## config.mk

```make
export PLATFORM = sky130hd
export DESIGN_NAME = layer_seq_ctrl_flat
export DESIGN_NICKNAME = d
export VERILOG_FILES = /design/src/rtl/layer_seq_ctrl_if.sv /design/src/rtl/layer_seq_ctrl.sv /design/src/flat_wrapper.sv
export SDC_FILE = /design/constraint.sdc
export NUM_CORES = 1
export LEC_CHECK = 0
export CAP_MARGIN = 10
export CORE_AREA = 5 5 71 73
export DETAILED_ROUTE_END_ITERATION = 8
export DIE_AREA = 0 0 76 78
export GPL_ROUTABILITY_DRIVEN = 0
export SETUP_SLACK_MARGIN = 0.3
export SYNTH_ARGS = -nofsm -noshare
export SYNTH_HDL_FRONTEND = slang
export SYNTH_SLANG_ARGS = --single-unit
```

## constraint.sdc

```tcl
create_clock -name clk -period 5.19 [get_ports clk]
set_input_delay 0.7785 -clock clk [delete_from_list [all_inputs] [get_ports clk]]
set_output_delay 0.7785 -clock clk [all_outputs]
set_load 0.01 [all_outputs]
```

## src/rtl/layer_seq_ctrl_if.sv

```systemverilog
// layer_seq_ctrl_if: handshake bundle between top_model_ctrl, the stage engines and layer_seq_ctrl.
//   master modport: the controller/engine side (drives ln_start, layer_clr, stage_done).
//   slave modport : layer_seq_ctrl (drives stage_start, linear2_done, busy, layer_idx,
//                   cur_stage, timeout_err, err_stage).
interface layer_seq_ctrl_if #(
    parameter int NUM_LAYER = 12,
    parameter int NUM_STAGE = 7
);
    localparam int LW = $clog2(NUM_LAYER);
    logic                 ln_start;
    logic                 layer_clr;
    logic [NUM_STAGE-1:0] stage_start;
    logic [NUM_STAGE-1:0] stage_done;
    logic                 linear2_done;
    logic                 busy;
    logic [LW-1:0]        layer_idx;
    logic [2:0]           cur_stage;
    logic                 timeout_err;
    logic [2:0]           err_stage;
    modport master (
        output ln_start, layer_clr, stage_done,
        input  stage_start, linear2_done, busy, layer_idx, cur_stage, timeout_err, err_stage
    );
    modport slave (
        input  ln_start, layer_clr, stage_done,
        output stage_start, linear2_done, busy, layer_idx, cur_stage, timeout_err, err_stage
    );
endinterface

```

## src/rtl/layer_seq_ctrl.sv

```systemverilog
// layer_seq_ctrl: runs one transformer layer as 7 start/done stages (LN1..LINEAR2) per ln_start.
//   clk, rstn (async active-low) plain ports; everything else on bus (layer_seq_ctrl_if.slave):
//   in : ln_start, layer_clr, stage_done[NUM_STAGE]
//   out: stage_start[NUM_STAGE], linear2_done, busy, layer_idx, cur_stage, timeout_err, err_stage
//   Build macro STAGE_TIMEOUT_EN adds a per-stage WAIT watchdog; without it the error outputs are 0.
module layer_seq_ctrl #(
    parameter int NUM_LAYER      = 12,
    parameter int NUM_STAGE      = 7,
    parameter int TIMEOUT_CYCLES = 1048576
) (
    input logic            clk,
    input logic            rstn,
    layer_seq_ctrl_if.slave bus
);
    localparam int LW = $clog2(NUM_LAYER);
    typedef enum logic [1:0] {IDLE, ISSUE, WAIT, DONE} state_t;
    state_t               state_q, state_d;
    logic [2:0]           k_q, k_d;
    logic [LW-1:0]        idx_q, idx_d;
    logic [NUM_STAGE-1:0] start_q, start_d;
    logic                 l2_q, l2_d;
    logic                 busy_q, busy_d;
    logic [2:0]           cur_q, cur_d;
    logic                 done_k;
    logic                 expire;
    logic                 last_k;
    assign done_k = bus.stage_done[k_q];
    assign last_k = k_q == 3'(NUM_STAGE - 1);
`ifdef STAGE_TIMEOUT_EN
    localparam int CW = $clog2(TIMEOUT_CYCLES + 1);
    logic [CW-1:0] cnt_q, cnt_d;
    logic          tmo_q, tmo_d;
    logic [2:0]    err_q, err_d;
    logic          fire;
    // cnt_q is 0 in the first WAIT cycle, so the limit is hit on the TIMEOUT_CYCLES-th WAIT cycle
    assign expire = cnt_q == CW'(TIMEOUT_CYCLES - 1);
    // a done arriving on the limit cycle wins over the timeout
    assign fire   = state_q == WAIT && !done_k && expire;
    always_comb begin
        cnt_d = (state_q == WAIT && state_d == WAIT) ? cnt_q + CW'(1) : '0;
        tmo_d = tmo_q | fire;
        err_d = (fire && !tmo_q) ? k_q : err_q;
    end
    always_ff @(posedge clk or negedge rstn) begin
        if (!rstn) begin
            cnt_q <= '0;
            tmo_q <= 1'b0;
            err_q <= '0;
        end else begin
            cnt_q <= cnt_d;
            tmo_q <= tmo_d;
            err_q <= err_d;
        end
    end
    assign bus.timeout_err = tmo_q;
    assign bus.err_stage   = err_q;
`else
    assign expire          = 1'b0;
    assign bus.timeout_err = 1'b0;
    assign bus.err_stage   = 3'd0;
`endif
    always_comb begin
        state_d = state_q;
        k_d     = k_q;
        idx_d   = idx_q;
        case (state_q)
            IDLE: begin
                // clear takes effect before a same-cycle start, so that layer runs with idx 0
                idx_d = bus.layer_clr ? '0 : idx_q;
                if (bus.ln_start) begin
                    state_d = ISSUE;
                    k_d     = '0;
                end
            end
            ISSUE: state_d = WAIT;
            WAIT: begin
                if (done_k) begin
                    state_d = last_k ? DONE : ISSUE;
                    k_d     = last_k ? k_q : k_q + 3'd1;
                end else if (expire) begin
                    state_d = IDLE;
                end
            end
            DONE: begin
                state_d = IDLE;
                idx_d   = (idx_q == LW'(NUM_LAYER - 1)) ? '0 : idx_q + LW'(1);
            end
            default: state_d = IDLE;
        endcase
        // outputs are decoded from the next state so they come straight out of flops
        start_d = (state_d == ISSUE) ? NUM_STAGE'(1) << k_d : '0;
        l2_d    = state_d == DONE;
        busy_d  = state_d != IDLE;
        cur_d   = (state_d == IDLE) ? 3'd0 : k_d;
    end
    always_ff @(posedge clk or negedge rstn) begin
        if (!rstn) begin
            state_q <= IDLE;
            k_q     <= '0;
            idx_q   <= '0;
            start_q <= '0;
            l2_q    <= 1'b0;
            busy_q  <= 1'b0;
            cur_q   <= '0;
        end else begin
            state_q <= state_d;
            k_q     <= k_d;
            idx_q   <= idx_d;
            start_q <= start_d;
            l2_q    <= l2_d;
            busy_q  <= busy_d;
            cur_q   <= cur_d;
        end
    end
    assign bus.stage_start  = start_q;
    assign bus.linear2_done = l2_q;
    assign bus.busy         = busy_q;
    assign bus.layer_idx    = idx_q;
    assign bus.cur_stage    = cur_q;
endmodule

```

## src/flat_wrapper.sv

```systemverilog
// flat-port wrapper written by rule: the top's interface ports become plain ports
module layer_seq_ctrl_flat 
#(
    parameter int NUM_LAYER      = 12,
    parameter int NUM_STAGE      = 7,
    parameter int TIMEOUT_CYCLES = 1048576
)
  (clk, rstn, bus_ln_start, bus_layer_clr, bus_stage_done, bus_stage_start, bus_linear2_done, bus_busy, bus_layer_idx, bus_cur_stage, bus_timeout_err, bus_err_stage);
  layer_seq_ctrl_if #(.NUM_LAYER(NUM_LAYER), .NUM_STAGE(NUM_STAGE)) bus_i ();
  input logic clk;
  input logic rstn;
  input wire logic [$bits(bus_i.ln_start)-1:0] bus_ln_start;
  input wire logic [$bits(bus_i.layer_clr)-1:0] bus_layer_clr;
  input wire logic [$bits(bus_i.stage_done)-1:0] bus_stage_done;
  output wire logic [$bits(bus_i.stage_start)-1:0] bus_stage_start;
  output wire logic [$bits(bus_i.linear2_done)-1:0] bus_linear2_done;
  output wire logic [$bits(bus_i.busy)-1:0] bus_busy;
  output wire logic [$bits(bus_i.layer_idx)-1:0] bus_layer_idx;
  output wire logic [$bits(bus_i.cur_stage)-1:0] bus_cur_stage;
  output wire logic [$bits(bus_i.timeout_err)-1:0] bus_timeout_err;
  output wire logic [$bits(bus_i.err_stage)-1:0] bus_err_stage;
  assign bus_i.ln_start = bus_ln_start;
  assign bus_i.layer_clr = bus_layer_clr;
  assign bus_i.stage_done = bus_stage_done;
  assign bus_stage_start = bus_i.stage_start;
  assign bus_linear2_done = bus_i.linear2_done;
  assign bus_busy = bus_i.busy;
  assign bus_layer_idx = bus_i.layer_idx;
  assign bus_cur_stage = bus_i.cur_stage;
  assign bus_timeout_err = bus_i.timeout_err;
  assign bus_err_stage = bus_i.err_stage;
  layer_seq_ctrl #(.NUM_LAYER(NUM_LAYER), .NUM_STAGE(NUM_STAGE), .TIMEOUT_CYCLES(TIMEOUT_CYCLES)) u_core (.clk(clk), .rstn(rstn), .bus(bus_i));
endmodule
```

==> metrics, run 1 <==
total iterations of the first detailed-routing run 4; crit end category flip-flop; post-synth top area share 41.79%; Avg Inst Size Synth 10.22 µm²; GRT met3 Usage 1.505%; Sequential Power Share 38.1%; via count 1006; hold path cells 1; number of global-route vias before repair 1008; Final setup viols 0; clock slew at reported path FFs 0.07 ns; crit path DAT 2.58 ns; Max Fanout on Critical Path 13; Max clock buf depth 2; Switching Fraction 40.60%; post-CTS resize count 0; Global Route met2 Usage 15.58%; clock power share 14.4%; cts bufs inserted 3; Worst Hold Path EP u_core.bus.layer_idx[3]; DRC viols 0; final WL 2759 µm; row cnt 24; FMAX 410.0 MHz; IO Pins 31; largest net degree at the start of global routing 22; H-tree depth 1; RR Startpoint u_core.k_q[0]; skew final 0.003479 ns; RSZ-0062 raised after global routing no; Hold Startpoint u_core.bus.layer_idx[3]; r2r endpoint u_core.bus.stage_start[4]; Mapped Cells 123; ys async rst share 100.0%; internal power 0.0004239 W; mapped cell area 1257 µm²; Root Driver clkbuf_8; fin crit share 46.99%; clk_lat worst skew 0.26 ns; port buffer count 26; Hold Buf Count CTS 0; most crowded layer after global routing met2; CTS tree built; global-route wire length before repair 4912 µm; Min-Delay Path Class reg2reg; kind of critical path reg2reg; worst slew pin tran 0.8908 ns; Req. time, crit path 5.33 ns; Antenna Cells 0; wire per inst 13.86 µm; Comb power frac 47.5%; Iter 0 DRT Violations 81; Die Y 78 µm; fin nets 162; DRT antenna net count 0; clock sink total 21; initial core utilization 29.28%; synth warn 0; routing usage on met1 13.01%; Post-synth EDFFs 0; GRT Util Overall 9.968%; final slew viol count 0; final hold vios 0; Unique masters post-synth 45; worst vdd ir 0.0001422 V; Top FF cell, synth dfrtp_1; Via density 5.055; status finished clean; Setup WS post-layout 2.751 ns; cell taking the most area after synthesis dfrtp_1; post-synthesis register bit count 21; post-CTS setup buffer count 0; pwr dens 453.7 nW/µm²; max_slew headroom 40.42%; GR Overflow Total 0; crit path from u_core.k_q[0]; post-synthesis sequential area ratio 41.79%; total of max-cap violations 0; antenna violations before repair 0; Setup crit start kind flip-flop; pre-CTS setup slack 2.555 ns; Sw Pwr 0.0002897 W; HPWL after DPL 2175 µm; R2R Setup Slk 2.75 ns; fraction of layout cells with a size suffix above 1 7.483%; Setup TNS Final 0 ns; leading post-synthesis cells by cell area dfrtp_1, mux2i_1, buf_4; most frequent cells in the layout clkdlybuf4s50_1, dfrtp_1, nor2_1; worst r2r path cells 6; static leakage 0.6558 nW; final worst path period need 2.439 ns; Die X 76 µm; die area 5928 µm²; most common cell after layout, fill and taps aside clkdlybuf4s50_1; Area Growth Syn to Fin 25.07%; CORE AREA 4294 µm²
## final cells by class
type / instances / area, µm²
Clock buffer: 3 / 41.29
Tap cell: 52 / 65.06
Inverter: 3 / 11.26
Fill cell: 441 / 2721
Sequential cell: 21 / 525.5
Timing Repair Buffer: 26 / 260.3
Clock inverter: 1 / 5.005
Multi-Input combinational cell: 93 / 664.4
## critical path: stages, from the launching register on
cell and delay, ns:
dfrtp_1 0.70, inv_1 0.19, ha_1 0.28, or3b_2 0.44, o22ai_1 0.23, or2_2 0.21, nor4b_1 0.27
## stage by stage
stage               power (W)  instance area (µm²)  cells  hold slack, ns  util (%)
finish              0.0007136                 1573    199          0.5761     36.63
global route        0.0007697                 1573    199          0.6181     36.63
CTS                 0.0007158                 1573    199          0.5800     36.63
detailed placement  0.0006113                 1526    195          0.5627     35.55
global placement    0.0006071                 1526    195          0.5442     35.55
floorplan           0.0005104                 1269    126          0.4829         -
## metal layers
| metal | wire length (µm) | vias up |
|---|---|---|
| met2 | 1271 | 33 |
| met3 | 156 | 4 |
| met4 | 71 | 0 |
| met5 | 0 | - |
| met1 | 1260 | 475 |
| li1 | - | 494 |
## worst max path at each step
stage | end | slack [ns]
2_1_floorplan | u_core.bus.stage_start[3] | 3.26
3_3_place_gp | u_core.k_q[0] | 2.68
3_5_place_dp | u_core.k_q[0] | 2.56
4_1_cts | u_core.bus.stage_start[4] | 2.77
5_1_grt | u_core.bus.stage_start[4] | 2.53
6_report | u_core.bus.stage_start[4] | 2.75
## power by group through the flow
stage / clock network (W) / logic (W) / registers, W
after floorplan: 0 / 0.000265 / 0.000245
after global placement: 0 / 0.000335 / 0.000272
after detailed placement: 0 / 0.000337 / 0.000274
after CTS: 0.000106 / 0.000339 / 0.000271
after global routing: 0.000112 / 0.000374 / 0.000283
final: 0.000103 / 0.000339 / 0.000272
## synthesized netlist by cell type, drive strengths merged, types with 2 or more instances
master	instances
nand2	8
buf	7
nand3b	3
a21oi	6
nand2b	6
nor3	4
dfrtp	21
clkbuf	2
nor4b	3
o311ai	2
nor2	9
ha	3
o21ai	6
inv	3
and2	3
or2	2
mux4	2
a21o	2
o211ai	2
mux2i	5
o22ai	4
nor2b	3
## sequential cells by signal, indices dropped and copies added, names as in the netlist
signal                   count
u_core.bus.linear2_done      1
u_core.k_q                   3
u_core.bus.busy              1
u_core.bus.layer_idx         4
u_core.state_q               2
u_core.bus.stage_start       7
u_core.bus.cur_stage         3
## cell families (layout without fill, tap and decap cells)
kind of cell | after synthesis | count (layout) | synth area share, %
and+or+nand+nor | 49 | 49 | 23.88
AOI/OAI and AO/OA | 30 | 30 | 16.92
DFF | 21 | 21 | 41.79
muxes | 7 | 7 | 7.861
other | 1 | 4 | 0.2982
buffers and inverters | 12 | 33 | 6.269
adders and majority gates | 3 | 3 | 2.985
Note: power is estimated with default switching activity, not from simulation.
==> inputs of run 2 (changes only) <==
Clock period 5.19 ns to 2 ns, I/O delays scaled along.
==> run 2 against run 1 <==
  * Via count grew 11%
  * Power grew to 3.3 times the previous value
  * Maximum frequency grew 27%
  * Flip-flop and latch count is the same
  * Non-clock buffer count grew 25
  * Die area is the same
  * Final area grew 20%
  * Combinational power grew to 4.2 times the previous value
  * Critical path depth is the same
  * Clock-buffer cell count grew 1
  * Register-to-register slack lost 2.7 ns
  * Critical endpoint is now u_core.bus.stage_start[1]
  * Highest routed layer unchanged
==> metrics, run 2 (same netlist as run 1, synthesis figures left out) <==
most common cell after layout, fill and taps aside clkdlybuf4s50_1 (unchanged); wire per inst 14.26 µm (was 13.86 µm); crit end category flip-flop (unchanged); Global Route met2 Usage 17.29% (was 15.58%); crit path DAT 2.06 ns (was 2.58 ns); final worst path period need 1.928 ns (was 2.439 ns); FMAX 518.7 MHz (was 410.0 MHz); Final setup viols 0 (unchanged); routing usage on met1 13.74% (was 13.01%); total of max-cap violations 0 (unchanged); via count 1112 (was 1006); Req. time, crit path 2.13 ns (was 5.33 ns); Final Util 43.88% (was 36.63%); Max clock buf depth 2 (unchanged); number of global-route vias before repair 1123 (was 1008); H-tree depth 1 (unchanged); max reg flops 7 (unchanged); skew final 0.002633 ns (was 0.003479 ns); RSZ-0062 raised after global routing yes (was no); static leakage 0.7955 nW (was 0.6558 nW); Fillers 422 (was 441); worst r2r path cells 6 (unchanged); Max Fanout on Critical Path 7 (was 13); clock slew at reported path FFs 0.07 ns (about the same); CORE AREA 4294 µm² (unchanged); Area Growth Syn to Fin 49.85% (was 25.07%); fin crit share 96.39% (was 46.99%); row cnt 24 (unchanged); Die X 76 µm (unchanged); antenna violations before repair 0 (unchanged); worst vdd ir 0.0004358 V (was 0.0001422 V); IO Pins 31 (unchanged); pwr dens 1239 nW/µm² (was 453.7 nW/µm²); GRT Util Overall 10.58% (was 9.968%); total iterations of the first detailed-routing run 4 (unchanged); kind of critical path reg2reg (unchanged); Antenna Cells 0 (unchanged); fin nets 187 (was 162); HPWL after DPL 2331 µm (was 2175 µm); largest net degree at the start of global routing 22 (unchanged); Root Driver clkbuf_8 (unchanged); port buffer count 26 (unchanged); fraction of layout cells with a size suffix above 1 31.40% (was 7.483%); clk_lat worst skew 0.25 ns (was 0.26 ns); Setup TNS Final 0 ns (unchanged); final WL 3194 µm (was 2759 µm); Via density 4.964 (was 5.055); GR Overflow Total 0 (unchanged); Placed Instances 210 (was 195); Iter 0 DRT Violations 47 (was 81); DRC viols 0 (unchanged); initial core utilization 29.28% (unchanged); most crowded layer after global routing met2 (unchanged); Setup crit start kind flip-flop (unchanged); Final Instance Count excl. Fillers 224 (was 199); CTS tree built (unchanged); Multi-input gate area 755.7 µm² (was 664.4 µm²); global-route wire length before repair 5285 µm (was 4912 µm); Min-Delay Path Class in2async (was reg2reg); die area 5928 µm² (unchanged); FF+latch area 528.0 µm² (was 525.5 µm²); cts bufs inserted 3 (unchanged); DRT antenna net count 0 (unchanged); clock sink total 21 (unchanged); final slew viol count 0 (unchanged); Die Y 78 µm (unchanged); Hold Buf Count CTS 0 (unchanged); status finished clean (unchanged); final hold vios 0 (unchanged); WHS 0.3892 ns (was 0.5761 ns); GRT met3 Usage 2.662% (was 1.505%); most frequent cells in the layout clkdlybuf4s50_1, buf_4, dfrtp_1 (was clkdlybuf4s50_1, dfrtp_1, nor2_1)
## run 2: cell count changes in the layout (fill, tap and decap cells not counted), moves of 3 or more
cell | previous run | this run
buf_6 | 0 | 5
buf_4 | 0 | 19
mux2i_2 | 0 | 3
mux2i_1 | 5 | 2
## run 2: final cells by class
| class | instances | area share (%) |
|---|---|---|
| multi-input combinational | 93 | 40.11 |
| tap | 52 | 3.453 |
| sequential | 21 | 28.02 |
| timing repair buffer | 51 | 25.43 |
| inverter | 3 | 0.5976 |
| clock buffer | 4 | 2.390 |
## run 2: routing by layer
| layer | share of wire, % | vias to the layer above |
|---|---|---|
| li1 | - | 544 |
| met1 | 47 | 542 |
| met2 | 48 | 24 |
| met3 | 4.8 | 2 |
| met4 | 0.31 | 0 |
| met5 | 0 | - |
## run 2: worst max-delay path: stages (launching register included)
cell and delay (ns):
dfrtp_2 0.47, buf_6 0.15, mux2i_2 0.17, mux4_2 0.51, o22ai_4 0.29, buf_4 0.17, nor4_2 0.03
## run 2: final timing paths
path,startpoint,slack (ns),to
setup / recovery,u_core.k_q[0],0.07,u_core.bus.stage_start[1]
hold / removal,rstn,0.39,u_core.k_q[2]
setup reg to reg,u_core.k_q[0],0.07,u_core.bus.stage_start[1]
hold reg to reg,u_core.bus.layer_idx[2],0.57,u_core.bus.layer_idx[2]
max in group asynchronous,rstn,1.39,u_core.k_q[1]
min in group clk,u_core.bus.layer_idx[2],0.57,u_core.bus.layer_idx[2]
## run 2: power by group
part	switching [W]	leakage, nW	internal [W]	total (W)
Combinational	0.000644	0.493	0.000764	0.00141
Clock	0.000129	0.0228	0.000142	0.000271
Sequential	0.000128	0.280	0.000528	0.000656
## run 2: timing repair
| item | CTS | global route |
|---|---|---|
| hold endpoints to repair | 0 | 0 |
| endpoints found under the setup margin | 16 | 16 |
| buffers inserted | 4 | 6 |
| resized for setup | 10 | 12 |
| pin swaps | 2 | 5 |
## run 2: stage by stage
stage	area (µm²)	setup WS (ns)	power, W
floorplan	1294	0.2149	0.001350
global placement	1677	0.03066	0.001776
detailed placement	1677	-0.03829	0.001806
CTS	1787	0.08193	0.002171
global route	1884	-0.01331	0.002506
finish	1884	0.07214	0.002335
==> inputs of run 3 (changes only) <==
Settings changed: CORE_AREA 5 5 71 73 to 2 2 68 70, DIE_AREA 0 0 76 78 to 0 0 70 72, GPL_TIMING_DRIVEN from default to 0.
==> run 3 against run 2 <==
  * Clock-buffer cell count is 1 lower
  * Flip-flop and latch count stayed put
  * Maximum frequency is 1.8% higher
  * Worst setup slack better by 0.034 ns
  * First-iteration DRC count is 15% lower
  * Core utilization is 1.2 points lower
  * Critical path type unchanged
==> metrics, run 3 (same netlist as run 1, synthesis figures left out) <==
status finished clean (unchanged); RSZ-0062 raised after global routing yes (unchanged); Die X 70 µm (was 76 µm); Sw Pwr 0.0008667 W (was 0.0009013 W); H-tree depth 1 (unchanged); die area 5040 µm² (was 5928 µm²); slowest CP cell mux4_2 (unchanged); total of max-cap violations 0 (unchanged); total iterations of the first detailed-routing run 4 (unchanged); cts bufs inserted 3 (unchanged); Antenna Cells 0 (unchanged); FF+latch area 528.0 µm² (unchanged); most frequent cells in the layout clkdlybuf4s50_1, dfrtp_1, buf_4 (was clkdlybuf4s50_1, buf_4, dfrtp_1); number of global-route vias before repair 999 (was 1123); GR Overflow Total 0 (unchanged); fraction of layout cells with a size suffix above 1 26.95% (was 31.40%); Req. time, crit path 2.16 ns (was 2.13 ns); Hold Buf Count CTS 0 (unchanged); Root Driver clkbuf_8 (unchanged); Max clock buf depth 2 (unchanged); final instance area 1822 µm² (was 1884 µm²); worst r2r path cells 6 (unchanged); Final Instance Count excl. Fillers 219 (was 224); max reg flops 7 (unchanged); Final setup viols 0 (unchanged); crit-path cells buf_8, mux2i_4, mux4_2, o22ai_4, buf_4, nor4b_4 (was buf_6, mux2i_2, mux4_2, o22ai_4, buf_4, nor4_2); Multi-input gate area 745.7 µm² (was 755.7 µm²); static leakage 0.7755 nW (was 0.7955 nW); r2r endpoint u_core.bus.stage_start[4] (was u_core.bus.stage_start[1]); RR Startpoint u_core.k_q[0] (unchanged); via count 1087 (was 1112); GRT Util Overall 11.98% (was 10.58%); Post-DP Area 1619 µm² (was 1677 µm²); worst vdd ir 0.0003606 V (was 0.0004358 V); final worst path period need 1.894 ns (was 1.928 ns); FMAX 528.0 MHz (was 518.7 MHz); clock sink total 21 (unchanged); Placed Instances 204 (was 210); CP bufs+invs 2 (unchanged); Final Util 42.72% (was 43.88%); Fillers 417 (was 422); CTS tree built (unchanged); internal power 0.001317 W (was 0.001434 W); antenna violations before repair 0 (unchanged); Die Y 72 µm (was 78 µm); clk_lat worst skew 0.27 ns (was 0.25 ns); CORE AREA 4264 µm² (was 4294 µm²); clock slew at reported path FFs 0.07 ns (about the same); most common cell after layout, fill and taps aside clkdlybuf4s50_1 (unchanged); DRC viols 0 (unchanged); Switching Fraction 39.68% (was 38.60%); crit end category flip-flop (unchanged); Sequential Power Share 28.7% (was 28.1%); row cnt 24 (unchanged); wire per inst 13.06 µm (was 14.26 µm); Design Power 0.002184 W (was 0.002335 W); DRT antenna net count 0 (unchanged); global-route wire length before repair 4726 µm (was 5285 µm); crit path DAT 2.05 ns (was 2.06 ns); pwr dens 1199 nW/µm² (was 1239 nW/µm²); Via density 4.963 (was 4.964); Comb power frac 58.6% (was 60.3%); largest net degree at the start of global routing 22 (unchanged); Setup crit start kind flip-flop (unchanged); initial core utilization 29.49% (was 29.28%); R2R Setup Slk 0.11 ns (was 0.07 ns); Iter 0 DRT Violations 40 (was 47); final hold vios 0 (unchanged); final WL 2861 µm (was 3194 µm); HPWL after DPL 2090 µm (was 2331 µm); kind of critical path reg2reg (unchanged); Max Fanout on Critical Path 7 (unchanged); Area Growth Syn to Fin 44.88% (was 49.85%); Worst path max stage delay 0.51 ns (about the same); fin crit share 94.69% (was 96.39%); IO Pins 31 (unchanged); skew final 0.002404 ns (was 0.002633 ns); Min-Delay Path Class in2async (unchanged); clock power share 12.7% (was 11.6%); fin nets 182 (was 187); worst slew pin tran 0.8940 ns; CP delay by family, top multiplexers (unchanged); port buffer count 26 (unchanged); final slew viol count 0 (unchanged); Setup TNS Final 0 ns (unchanged); max_slew headroom 40.21%
[run 3: repair_timing]
item,CTS,global route
gates resized for setup,17,4
setup endpoints to repair,16,15
setup buffers,9,2
hold endpoints to repair,0,0
pin swaps,4,4
[run 3: worst max path at each step]
stage                                  from                   endpoint  slack, ns  cells past startpoint
after floorplan               u_core.k_q[0]  u_core.bus.stage_start[3]       0.21                      7
after global placement    bus_stage_done[5]  u_core.bus.stage_start[3]      -0.14                      5
after detailed placement  bus_stage_done[5]  u_core.bus.stage_start[3]      -0.16                      5
after CTS                     u_core.k_q[0]  u_core.bus.stage_start[4]       0.09                      5
after global routing          u_core.k_q[0]  u_core.bus.stage_start[3]       0.02                      5
final                         u_core.k_q[0]  u_core.bus.stage_start[4]       0.11                      6
[run 3: routing by layer]
layer | global-route usage, % | part of all wire [%] | vias to the layer above
li1 | - | - | 535
met1 | 15.72 | 47 | 514
met2 | 18.84 | 45 | 29
met3 | 1.806 | 4.4 | 9
met4 | 7.265 | 4.2 | 0
met5 | 0 | 0 | -
[run 3: power groups by stage]
stage	logic [W]	clock network [W]	registers (W)
after floorplan	0.000713	0	0.000637
after global placement	0.00104	0	0.000621
after detailed placement	0.00107	0	0.000623
after CTS	0.00122	0.000283	0.000624
after global routing	0.00139	0.000300	0.000643
final	0.00128	0.000277	0.000626
[run 3: final cells by class]
type | count | share of cell area, %
clock buffers | 3 | 2.266
inverters | 3 | 0.7555
repair buffers | 37 | 19.23
flip-flops and latches | 21 | 28.98
well taps | 52 | 3.571
plain buffers | 9 | 3.984
multi-input cells | 93 | 40.93
clock inverters | 1 | 0.2747
[run 3: metrics by stage]
stage	setup slack (ns)	hold WS, ns
3_3_place_gp	-0.1365	0.5484
6_report	0.1062	0.5369
4_1_cts	0.08631	0.5665
2_1_floorplan	0.2149	0.004409
5_1_grt	0.02162	0.6277
3_5_place_dp	-0.1614	0.5511
